File: src/rtl/seq_pkg.sv
// seq_pkg: shared constants and FSM state encoding for the serial pattern detector.
// Latency: n/a (types and constants only).
// Backpressure: n/a.
package seq_pkg;

  localparam int PAT_MAX_DEF = 16;  // default maximum pattern length in bits
  localparam int CNT_W_DEF   = 8;   // default match counter width

  // Encoding is visible on the debug state port, so values are fixed.
  typedef enum logic [1:0] {
    ST_IDLE = 2'd0,
    ST_FILL = 2'd1,
    ST_RUN  = 2'd2
  } state_t;

endpackage

File: src/rtl/sat_counter.sv
// sat_counter: saturating up-counter with sticky saturation flag and synchronous clear.
// Latency: count/sat update on the clock edge after inc/clear; clear beats inc.
// Backpressure: none; inc requests above all-ones are dropped silently.
//
// Ports:
//   clk, reset   : clock, synchronous active-high reset
//   inc          : add one this cycle (ignored once saturated)
//   clear        : zero count and sat next cycle
//   count        : current count
//   sat          : high once count has reached all-ones, until clear/reset
module sat_counter
  import seq_pkg::*;
#(
  parameter int CNT_W = CNT_W_DEF
) (
  input  logic             clk,
  input  logic             reset,
  input  logic             inc,
  input  logic             clear,
  output logic [CNT_W-1:0] count,
  output logic             sat
);

  localparam logic [CNT_W-1:0] CNT_MAX = '1;

  always_ff @(posedge clk) begin
    if (reset || clear) begin
      count <= '0;
      sat   <= 1'b0;
    end else if (inc && (count != CNT_MAX)) begin
      count <= count + CNT_W'(1);
      // Flag goes up together with the increment that lands on all-ones.
      if (count == CNT_MAX - CNT_W'(1)) begin
        sat <= 1'b1;
      end
    end
  end

endmodule

File: src/rtl/seq_pattern_counter.sv
// seq_pattern_counter: programmable serial bit-pattern detector with saturating match counter.
// Latency: match pulses (and count increments) the cycle after the completing bit is accepted.
// Backpressure: none on the bit stream; config is accepted only in IDLE with en low (cfg_ready).
//
// Ports:
//   clk, reset           : clock, synchronous active-high reset
//   en                   : detector enable; low returns to IDLE and drops partial history
//   cfg_valid/cfg_ready  : config handshake; cfg_pattern/cfg_len/cfg_overlap captured on both high
//   cfg_pattern          : bit [len-1] is the first bit received, bit 0 the last
//   cfg_len              : pattern length, clamped to [1, PAT_MAX] on load
//   cfg_overlap          : 1 = overlapping matches, 0 = restart with fresh bits after a match
//   cfg_mask             : (SEQDET_MASK_EN only) 1 = don't-care bit in the compare
//   bit_valid, bit_in    : serial input bit and its qualifier
//   clear                : synchronous counter clear (wins over a coincident increment)
//   match                : one-cycle pulse per detected pattern
//   count, count_sat     : match count and its sticky saturation flag
//   state                : FSM state for debug (IDLE=0, FILL=1, RUN=2)
// Optional feature macro: SEQDET_MASK_EN adds the cfg_mask port and masked compare.
module seq_pattern_counter
  import seq_pkg::*;
#(
  parameter  int PAT_MAX = PAT_MAX_DEF,
  parameter  int CNT_W   = CNT_W_DEF,
  localparam int LEN_W   = $clog2(PAT_MAX + 1)
) (
  input  logic               clk,
  input  logic               reset,
  input  logic               en,
  input  logic               cfg_valid,
  output logic               cfg_ready,
  input  logic [PAT_MAX-1:0] cfg_pattern,
`ifdef SEQDET_MASK_EN
  input  logic [PAT_MAX-1:0] cfg_mask,
`endif
  input  logic [LEN_W-1:0]   cfg_len,
  input  logic               cfg_overlap,
  input  logic               bit_valid,
  input  logic               bit_in,
  input  logic               clear,
  output logic               match,
  output logic [CNT_W-1:0]   count,
  output logic               count_sat,
  output logic [1:0]         state
);

  localparam logic [LEN_W-1:0] LEN_MAX = LEN_W'(PAT_MAX);

  state_t             state_q;
  logic [PAT_MAX-1:0] pattern_q;
  logic [LEN_W-1:0]   len_q;
  logic               overlap_q;
  logic [PAT_MAX-1:0] hist_q;
  logic [LEN_W-1:0]   fill_q;
  logic               match_q;
  logic               rdy_q;

  logic [PAT_MAX-1:0] hist_new;
  logic [LEN_W-1:0]   fill_new;
  logic [PAT_MAX-1:0] len_mask;
  logic [PAT_MAX-1:0] care_mask;
  logic [LEN_W-1:0]   len_clamped;
  logic               cfg_load;
  logic               compare_now;
  logic               hit;

  // rdy_q holds last cycle's ~en. Every state goes to IDLE exactly when en was low,
  // so rdy_q also means "state is IDLE"; gating with the live en keeps a config
  // from landing in the same cycle the detector is being started.
  assign cfg_ready = rdy_q & ~en;
  assign cfg_load  = cfg_valid & cfg_ready;

  assign hist_new = {hist_q[PAT_MAX-2:0], bit_in};
  assign fill_new = fill_q + LEN_W'(1);

  always_comb begin
    len_mask = '0;
    for (int i = 0; i < PAT_MAX; i++) begin
      len_mask[i] = (LEN_W'(i) < len_q);
    end
  end

  always_comb begin
    len_clamped = cfg_len;
    if (cfg_len == '0) begin
      len_clamped = LEN_W'(1);
    end else if (cfg_len > LEN_MAX) begin
      len_clamped = LEN_MAX;
    end
  end

`ifdef SEQDET_MASK_EN
  logic [PAT_MAX-1:0] mask_q;

  always_ff @(posedge clk) begin
    if (reset) begin
      mask_q <= '0;
    end else if (cfg_load) begin
      mask_q <= cfg_mask;
    end
  end

  assign care_mask = ~mask_q;
`else
  assign care_mask = '1;
`endif

  // A compare happens on every accepted bit in RUN, and in FILL only on the
  // bit that completes len bits of history.
  assign compare_now = en && bit_valid &&
                       ((state_q == ST_RUN) || ((state_q == ST_FILL) && (fill_new == len_q)));
  assign hit = compare_now && (((hist_new ^ pattern_q) & len_mask & care_mask) == '0);

  always_ff @(posedge clk) begin
    if (reset) begin
      state_q   <= ST_IDLE;
      pattern_q <= '0;
      len_q     <= LEN_MAX;
      overlap_q <= 1'b1;
      hist_q    <= '0;
      fill_q    <= '0;
      match_q   <= 1'b0;
      rdy_q     <= 1'b0;
    end else begin
      match_q <= hit;
      rdy_q   <= ~en;
      case (state_q)
        ST_IDLE: begin
          if (en) begin
            state_q <= ST_FILL;
            hist_q  <= '0;
            fill_q  <= '0;
          end else if (cfg_load) begin
            pattern_q <= cfg_pattern;
            len_q     <= len_clamped;
            overlap_q <= cfg_overlap;
          end
        end
        ST_FILL: begin
          if (!en) begin
            state_q <= ST_IDLE;
          end else if (bit_valid) begin
            if (hit && !overlap_q) begin
              // Restart: the next match needs len fresh bits.
              hist_q <= '0;
              fill_q <= '0;
            end else begin
              hist_q <= hist_new;
              fill_q <= fill_new;
              if (fill_new == len_q) begin
                state_q <= ST_RUN;
              end
            end
          end
        end
        ST_RUN: begin
          if (!en) begin
            state_q <= ST_IDLE;
          end else if (bit_valid) begin
            if (hit && !overlap_q) begin
              state_q <= ST_FILL;
              hist_q  <= '0;
              fill_q  <= '0;
            end else begin
              hist_q <= hist_new;
            end
          end
        end
        default: state_q <= ST_IDLE;
      endcase
    end
  end

  sat_counter #(
    .CNT_W (CNT_W)
  ) u_cnt (
    .clk   (clk),
    .reset (reset),
    .inc   (hit),
    .clear (clear),
    .count (count),
    .sat   (count_sat)
  );

  assign match = match_q;
  assign state = state_q;

endmodule

File: config.mk
export PLATFORM = sky130hd
export DESIGN_NAME = seq_pattern_counter
export DESIGN_NICKNAME = d
export VERILOG_FILES = /design/src/rtl/seq_pkg.sv /design/src/rtl/sat_counter.sv /design/src/rtl/seq_pattern_counter.sv
export SDC_FILE = /design/constraint.sdc
export NUM_CORES = 1
export LEC_CHECK = 0
export ABC_AREA = 1
export BUFFER_PORTS_ARGS = -buffer_cell sky130_fd_sc_hd__buf_2
export CORE_ASPECT_RATIO = 1.25
export CORE_MARGIN = 4
export CORE_UTILIZATION = 45
export DETAILED_ROUTE_END_ITERATION = 12
export GPL_ROUTABILITY_DRIVEN = 1
export GPL_TIMING_DRIVEN = 0
export SLEW_MARGIN = 20
export SYNTH_ARGS = -nofsm -noshare
export SYNTH_HDL_FRONTEND = slang
export SYNTH_SLANG_ARGS = --single-unit
File: constraint.sdc
create_clock -name clk -period 2.3 [get_ports clk]
set_clock_uncertainty 0.05 [all_clocks]
set_input_delay 0.23 -clock clk [delete_from_list [all_inputs] [get_ports clk]]
set_output_delay 0.23 -clock clk [all_outputs]
set_load 0.02 [all_outputs]
**After elaboration in Yosys (flattened, before gate mapping)**

Index checks and enable logic that the tools add are counted.

- Add/subtract/negate cells: 2
- Multiply operators: 0
- Div/mod/pow operators: 0
- $lt $le $gt $ge: 17
- Equality and inequality tests: 18
- Shift operators: 0
- Mux-type cells: 24
- Bitwise gates (word level): 5
- Reduce and logical (&&, ||, !) cells: 20

Operators by type and width:

| cell | number |
|---|---|
| two-way mux 15 bit | 4 |
| two-way mux 5 bit | 9 |
| < comparator 4 x 5 -> 1 bit (first input constant) | 8 |
| case mux 15 bit (2 select lines) | 1 |
| < comparator 3 x 5 -> 1 bit (first input constant) | 4 |
| AND 16 bit | 1 |
| zero test 16 bit | 1 |
| two-way mux 2 bit | 8 |
| bitwise XOR 16 bit | 1 |
| case mux 5 bit (3 select lines) | 1 |
| < comparator 1 x 5 -> 1 bit (first input constant) | 2 |
| < comparator 2 x 5 -> 1 bit (first input constant) | 2 |
| != test 2 bit (second input constant) | 5 |
| != test 3 bit (second input constant) | 3 |
| adder 8 x 1 -> 8 bit (second input constant) | 1 |
| equality test 8 bit (second input constant) | 1 |
| != test 8 bit (second input constant) | 1 |
| AND reduction 7 bit | 1 |
| logical AND 1 bit | 6 |
| != test 2 x 1 -> 1 bit (second input constant) | 3 |
| != test 3 x 2 -> 1 bit (second input constant) | 2 |
| case mux 2 bit (3 select lines) | 1 |
| AND reduction 6 bit | 1 |
| adder 5 x 1 -> 5 bit (second input constant) | 1 |
| other kinds (16) | 18 |

- Flip-flop bits (word level): 55
- Bits in latches: 0
- Memory bits (writable): 0
- Bits in read-only memories: 0
- Input bits: 29
- Output and inout port bits: 13
- Word-level logic and storage cells: 96
- Memories kept: 0

**Longest topological paths before layout**

Gate-level depths: netlist (run 1).

- Depth in word-level cells: 11
- Mapped depth: 16
- Mapped depth without buffers: 15

**By module**

From an unflattened synthesis (run 1), not the netlist that was laid out.

- Cell total of the unflattened synthesis: 466
- Area total of the unflattened synthesis: 3001.6 sq um

By module, submodules not included:

| module | instances | cells each | area each (sq um) | seq. area each (sq um) |
|---|---|---|---|---|
| seq_pattern_counter | 1 | 390 | 2489.9 | 920.9 |
| sat_counter | 1 | 76 | 511.7 | 180.2 |

**Least setup slack after synthesis (run 1)**

OpenSTA, ideal clock, no wires.

- Kind: flip-flop to flip-flop
- Start: register fill_q[0]
- End: register hist_q[4]
- Setup time: 0.128 ns
- Data arrival time: 1.815 ns
- Required time: 2.122 ns
- Path slack: 0.308 ns
- Cell stages (with the launch flop): 16
- Buffers on the path: 2
- Clock period less this slack: 1.992 ns
- Path through: dfxtp_1 ha_1 nand2_1 nand2_1 nor2_1 nand3_1 nor2_1 nand3_1 nand2_2 nand4_4 buf_6 nand2_4 buf_6 o22ai_1 inv_1 nor2_1

- Longest elaborated chain between the ends: 11

RTL lines:

| item | line | source |
|---|---|---|
| start, declared | seq_pattern_counter.sv:53 | `logic [LEN_W-1:0] fill_q;` |
| start signal, assigned | seq_pattern_counter.sv:148 | `fill_q <= fill_new;` |
| adder 5 x 1 -> 5 bit | seq_pattern_counter.sv:73 | `assign fill_new = fill_q + LEN_W'(1);` |
| equality test 5 bit | seq_pattern_counter.sv:110 | `((state_q == ST_RUN) \|\| ((state_q == ST_FILL) && (fill_new == len_q)));` |
| logical AND 1 bit | seq_pattern_counter.sv:110 |  |
| logical OR 1 bit | seq_pattern_counter.sv:110 |  |
| logical AND 1 bit | seq_pattern_counter.sv:109 | `assign compare_now = en && bit_valid &&` |
| logical AND 1 bit | seq_pattern_counter.sv:111 | `assign hit = compare_now && (((hist_new ^ pattern_q) & len_mask & care_mask) == '0);` |
| logical AND 1 bit | seq_pattern_counter.sv:142, seq_pattern_counter.sv:159 |  |
| two-way mux 15 bit | seq_pattern_counter.sv:142, seq_pattern_counter.sv:159 |  |
| two-way mux 15 bit | seq_pattern_counter.sv:141 | `end else if (bit_valid) begin` |
| two-way mux 15 bit | seq_pattern_counter.sv:156 | `if (!en) begin` |
| case mux 15 bit (2 select lines) | seq_pattern_counter.sv:126 | `case (state_q)` |
| end signal, assigned | seq_pattern_counter.sv:147 | `hist_q <= hist_new;` |
| end signal, assigned | seq_pattern_counter.sv:164 | `hist_q <= hist_new;` |
| end, declared | seq_pattern_counter.sv:52 | `logic [PAT_MAX-1:0] hist_q;` |

No other way between the ends. The select of a mux whose other input is x is not followed.
A chain may end at the register's enable or synchronous reset.

**Worst setup path in the final report (run 1)**

- Start: register fill_q[0]
- End: register hist_q[2]

The elaborated chain is that of the path after synthesis.

==> impl_metrics.yaml, run 1 <==
run_status:
  outcome: "finished, final reports clean"
clocking:
  clkSlewWorstSetupHoldPaths_ns: 0.10
  cts_buffers: 5
  cts_buffer_depth: 2
  cts-root-buf: "clkbuf_8"
  clk_latency_ns: 0.31
  cts.sinks: 55
  h-tree-depth: 2
  hold_buffers: 0
  cts_tree: "built"
yosys:
  ys_seq_area_share_pct: 36.18
  synth_fp_nets: 497
  syn_area_per_cell_sq_um: 6.601
  synthCells: 461
  netlist_area_sq_mm: 0.003043
  yosysWarnings: 0
  synth_seq_cells: 55
  yosys.cell_types.count: 36
die:
  initial_core_util_pct: 46.35
  fp-row-count: 33
  die_area_sq_mm: 0.008150
  die_w_um: 81.55
  die_h_um: 99.94
  io_pins: 42
  core_sq_mm: 0.006565
setup_path:
  regToRegStartpoint: "fill_q[0]"
  cpLargestDelayFamily: "simple AND/OR/NAND/NOR gates"
  max_stage_delay_ns: 0.38
  crit_fanout: 14
  cp_slowest_cell: "dfxtp_4"
  crit_buf_inv: 3
  cp.required_ns: 2.45
  endpoint_kind: "register"
  startpoint: "fill_q[0]"
  worstSetupStartpointType: "register"
  cp_cell_sequence: "ha_2, inv_1, nand2_1, nand2_1, nor2_1, nand3_1, nor2_2, nand3_2, nand2_4, nand4_4, buf_6, nand2_4, o22ai_1, inv_1, nor2_1"
  critPathKind: "register to register"
  arrival_ns: 2.25
place:
  dp_cells: 589
  dpl.hpwl_mm: 5.750
  place.gp.congestion: 0.9829
  port_buffers: 41
route:
  drc: 0
  num_vias: 2864
  wirelength_mm: 7.336
  first_pass_iters: 4
  wl_per_cell_um: 12.29
  final_antenna_net_count: 0
  drtIter0Drc: 180
  vias_per_cell: 4.797
global_routing:
  grt_pass1_vias: 2601
  grt_pass1_wl_mm: 12.16
  antenna_found_initial: 0
  grt_max_degree: 18
  grt_usage_pct: 19.35
  overflow: 0
sta:
  maxSlewViolCount: 0
  finalSetupViolations: 0
  max_freq_mhz: 475.4
  period_share_pct: 91.45
  rsz0062_at_grt: "false"
  slew_headroom_pct: 63.96
  period_minus_slack_ns: 2.103
  hold_viol: 0
  holdWs_ns: 0.08306
  setup-tns-final_ns: 0
  worst_slew_pin_slew_ns: 0.5406
finish:
  final_common_cell: "nand2_1"
  final_cell_mix: "104 x nand2_1, 69 x inv_1, 57 x nor2_1, 52 x dfxtp_1, 43 x buf_2"
  n_fill_cell: 687
  n_antenna_cell: 0
  fin_util_pct: 52.91
  nNetsFinal: 545
  area_growth_pct: 14.14
  drive_gt1_share_pct: 17.06
  finalNonFillerCells: 597
pwr:
  powerDensity_mw_per_mm2: 741.0
  peakVddDrop_mv: 0.3343
  leakagePower_nw: 1.542
hold_path:
  hold_start: "cfg_overlap"
  hold_path_class: "input pin to register"
flow_run:
  cap_violations: 0
flip-flops by register name, indices dropped and copies added, names as in the netlist:
register     flops
len_q            5
pattern_q       16
fill_q           5
u_cnt.sat        1
rdy_q            1
match            1
state            2
u_cnt.count      8
overlap_q        1
hist_q          15
cell usage after synthesis (all sizes together):
| cell type | count | area share [%] |
|---|---|---|
| nand4 | 7 | 1.9 |
| nor2 | 63 | 8.3 |
| nand3 | 37 | 6.7 |
| o211ai | 1 | 0.25 |
| o21ai | 27 | 4.4 |
| and2 | 2 | 0.41 |
| buf | 4 | 1.1 |
| dfxtp | 55 | 36 |
| a21oi | 27 | 4.7 |
| nor4 | 1 | 0.21 |
| clkinv | 2 | 0.29 |
| o22ai | 14 | 2.9 |
| xor2 | 6 | 1.7 |
| nor3 | 4 | 0.82 |
| or2 | 2 | 0.41 |
| a31oi | 1 | 0.21 |
| and3 | 3 | 0.62 |
| clkbuf | 7 | 0.86 |
| nand2 | 112 | 15 |
| xnor2 | 3 | 0.86 |
| ha | 7 | 2.9 |
| inv | 74 | 9.1 |
| o21a | 2 | 0.49 |
timing repair:
| item | in CTS | in global routing |
|---|---|---|
| endpoints found under the setup margin | 0 | 24 |
| setup buffers | 0 | 1 |
| gates resized for setup | 0 | 10 |
cells by family after synthesis:
kind of cell	Yosys count	synth area share, %
compound gates	72	12.95
fa+ha+maj	7	2.878
buf+inv	87	11.35
simple gates	231	34.05
xor+xnor	9	2.591
flops	55	36.18
through the flow:
step	worst slack [ns]	area [sq um]	power, mW
6_report	0.1966	3473	2.574
5_1_grt	0.01159	3473	2.787
4_1_cts	0.001709	3445	2.578
3_5_place_dp	0.01042	3357	2.038
3_3_place_gp	0.02392	3357	2.032
2_1_floorplan	0.3079	3043	1.813
final timing paths:
check	endpoint	slack [ns]	cells past startpoint
worst min-delay path	overlap_q	0.08	3
worst max-delay path	hist_q[2]	0.20	15
worst min register to register	u_cnt.sat	0.42	2
worst max register to register	hist_q[2]	0.20	15
where the power goes:
part | total (mW) | switching [mW] | internal [mW]
Clock | 0.547 | 0.332 | 0.216
Combinational | 0.934 | 0.602 | 0.332
Sequential | 1.09 | 0.0696 | 1.02
Total | 2.57 | 1.00 | 1.57
worst min-delay path, stage by stage:
cell and delay, ns:
buf_2 0.07, nand2_1 0.04, o211ai_1 0.06
per-layer routing:
metal	share of wire [%]	vias to the layer above	track usage [%]	routed length, um
met5	0	-	0	0
met3	3.0	9	2.783	220
li1	-	1551	-	-
met1	48	1261	26.72	3547
met4	1.7	0	5.722	123
met2	47	43	31.05	3445
layout make-up:
cell class                 instances  area (sq um)  area share (%)
sequential                        55          1107           31.88
buffer                            10         47.55           1.369
multi-input combinational        319          1623           46.72
clock inverter                     3         18.77          0.5403
clock buffer                       5         68.82           1.981
inverter                          76         286.5           8.249
timing repair buffer              42         212.7           6.124
tap                               87         108.9           3.134
Note: power is estimated with default switching activity, not from simulation.
==> run 2: changes to the inputs <==
--- a/config.mk
+++ b/config.mk
@@ -13,6 +13,7 @@
 export DETAILED_ROUTE_END_ITERATION = 12
 export GPL_ROUTABILITY_DRIVEN = 1
 export GPL_TIMING_DRIVEN = 0
+export PLACE_DENSITY = 0.65
 export SLEW_MARGIN = 20
 export SYNTH_ARGS = -nofsm -noshare
 export SYNTH_HDL_FRONTEND = slang
==> run 2 against run 1 <==
Compared with the run above: register-to-register slack worse by 0.03 ns; via count rose by 3.1%; critical path depth is 1 higher; critical endpoint is now hist_q[6].
==> impl_metrics.yaml, run 2 (synthesized netlist as in run 1, its figures left out) <==
setup_path:
  cp_cell_sequence: "ha_4, inv_1, nand2_1, nand2_1, nor2_1, nand3_1, nor2_2, nand3_1, nand2_2, nand4_4, buf_8, nand2_4, buf_4, o22ai_1, inv_1, nor2_1"
  crit_fanout: 6
  endpoint_kind: "register"
  r2r_slack_ns: 0.16
  crit_buf_inv: 4
  worstSetupStartpointType: "register"
  regToRegStartpoint: "fill_q[0]"
  cp_slowest_cell: "dfxtp_4"
  cpLargestDelayFamily: "simple AND/OR/NAND/NOR gates"
  cp.required_ns: 2.43
  worst_r2r_path_depth: 16
  arrival_ns: 2.27
  r2r-end: "hist_q[6]"
  critPathKind: "register to register"
  max_stage_delay_ns: 0.39
sta:
  period_share_pct: 92.83
  setup_slack_ns: 0.1649
  period_minus_slack_ns: 2.135
  max_freq_mhz: 468.4
  maxSlewViolCount: 0
  slew_headroom_pct: 64.11
  worst_slew_pin_slew_ns: 0.5384
  finalSetupViolations: 0
  hold_viol: 0
finish:
  final_area_sq_mm: 0.003522
  fin_util_pct: 53.65
  reg_top3: "pattern_q: 16 flops, hist_q: 15 flops, u_cnt.count: 8 flops"
  area_growth_pct: 15.75
  final_cell_mix: "104 x nand2_1, 69 x inv_1, 57 x nor2_1, 53 x dfxtp_1, 43 x buf_2"
  n_fill_cell: 692
  largest_reg_flops: 16
  n_antenna_cell: 0
  nNetsFinal: 548
  top_register: "pattern_q"
  drive_gt1_share_pct: 16.80
  multi_input_area_sq_mm: 0.001615
  final_common_cell: "nand2_1"
  regArea_sq_mm: 0.001106
clocking:
  clkSlewWorstSetupHoldPaths_ns: 0.10
  cts_tree: "built"
  cts_buffers: 5
  clk_latency_ns: 0.31
  hold_buffers: 0
  cts_buffer_depth: 2
  cts.sinks: 55
  h-tree-depth: 2
  cts-root-buf: "clkbuf_8"
global_routing:
  antenna_found_initial: 0
  overflow: 0
  grt_usage_pct: 19.52
  grt_pass1_vias: 2720
  grt_pass1_wl_mm: 12.39
  grt_max_degree: 16
route:
  first_pass_iters: 4
  num_vias: 2952
  drtIter0Drc: 139
  drc: 0
  wl_per_cell_um: 12.53
  vias_per_cell: 4.928
  final_antenna_net_count: 0
  wirelength_mm: 7.506
die:
  die_area_sq_mm: 0.008150
  io_pins: 42
  die_w_um: 81.55
  die_h_um: 99.94
  initial_core_util_pct: 46.35
  fp-row-count: 33
  core_sq_mm: 0.006565
hold_path:
  min_to: "overlap_q"
  hold_depth: 3
  hold_start: "cfg_overlap"
  hold_path_class: "input pin to register"
place:
  place.gp.congestion: 0.9326
  place_area_sq_mm: 0.003357
  port_buffers: 41
  dpl.hpwl_mm: 5.685
  pre_cts_ws_ns: 0.004299
pwr:
  total_power_mw: 2.708
  leakagePower_nw: 1.564
  powerDensity_mw_per_mm2: 768.9
  peakVddDrop_mv: 0.3361
run_status:
  outcome: "finished, final reports clean"
flow_run:
  cap_violations: 0
## run 2: how the worst max path moves through the flow
stage          startpoint          to  slack [ns]  cells past startpoint
2_1_floorplan   fill_q[0]   hist_q[4]        0.31                     15
3_3_place_gp    fill_q[0]   hist_q[8]        0.04                     16
3_5_place_dp    fill_q[0]   hist_q[7]       0.004                     16
4_1_cts         fill_q[1]   hist_q[7]        0.02                     16
5_1_grt         fill_q[0]  hist_q[13]       -0.01                     16
6_report        fill_q[0]   hist_q[6]        0.16                     16
## run 2: final cells by class
class | count | share of cell area [%]
clock inverters | 1 | 0.8526
flip-flops and latches | 55 | 31.40
plain buffers | 11 | 1.776
repair buffers | 44 | 6.821
well taps | 87 | 3.091
inverters | 76 | 8.135
clock buffers | 6 | 2.060
multi-input cells | 319 | 45.86
## run 2: report_power, final
| part | internal (mW) | switching (mW) |
|---|---|---|
| registers | 1.02 | 0.0718 |
| clock network | 0.320 | 0.312 |
| logic | 0.369 | 0.613 |
## run 2: what timing repair did
| item | in CTS | in global routing |
|---|---|---|
| cloned | 0 | 1 |
| setup buffers | 0 | 2 |
| gates resized for setup | 1 | 8 |
| hold endpoints to repair | 0 | 0 |
| endpoints found under the setup margin | 10 | 21 |
| pin swaps | 0 | 2 |
## run 2: per-stage QoR
step | hold slack (ns) | instances | TNS (ns)
after floorplan | 0.2491 | 461 | 0
after CTS | 0.09823 | 596 | 0
after global routing | 0.1148 | 599 | -0.03459
after global placement | 0.3999 | 589 | 0
final | 0.1105 | 599 | 0
after detailed placement | 0.4063 | 589 | 0
## run 2: tightest hold or removal path: stages
cell and delay, ns:
buf_2 0.09, nand2_1 0.05, o211ai_1 0.07
## run 2: layer usage
layer	global-route usage, %	vias to the layer above	wire (um)
met5	0	-	0
met4	7.802	0	192
met3	2.513	15	335
met2	31.68	67	3465
met1	25.97	1305	3513
li1	-	1565	-
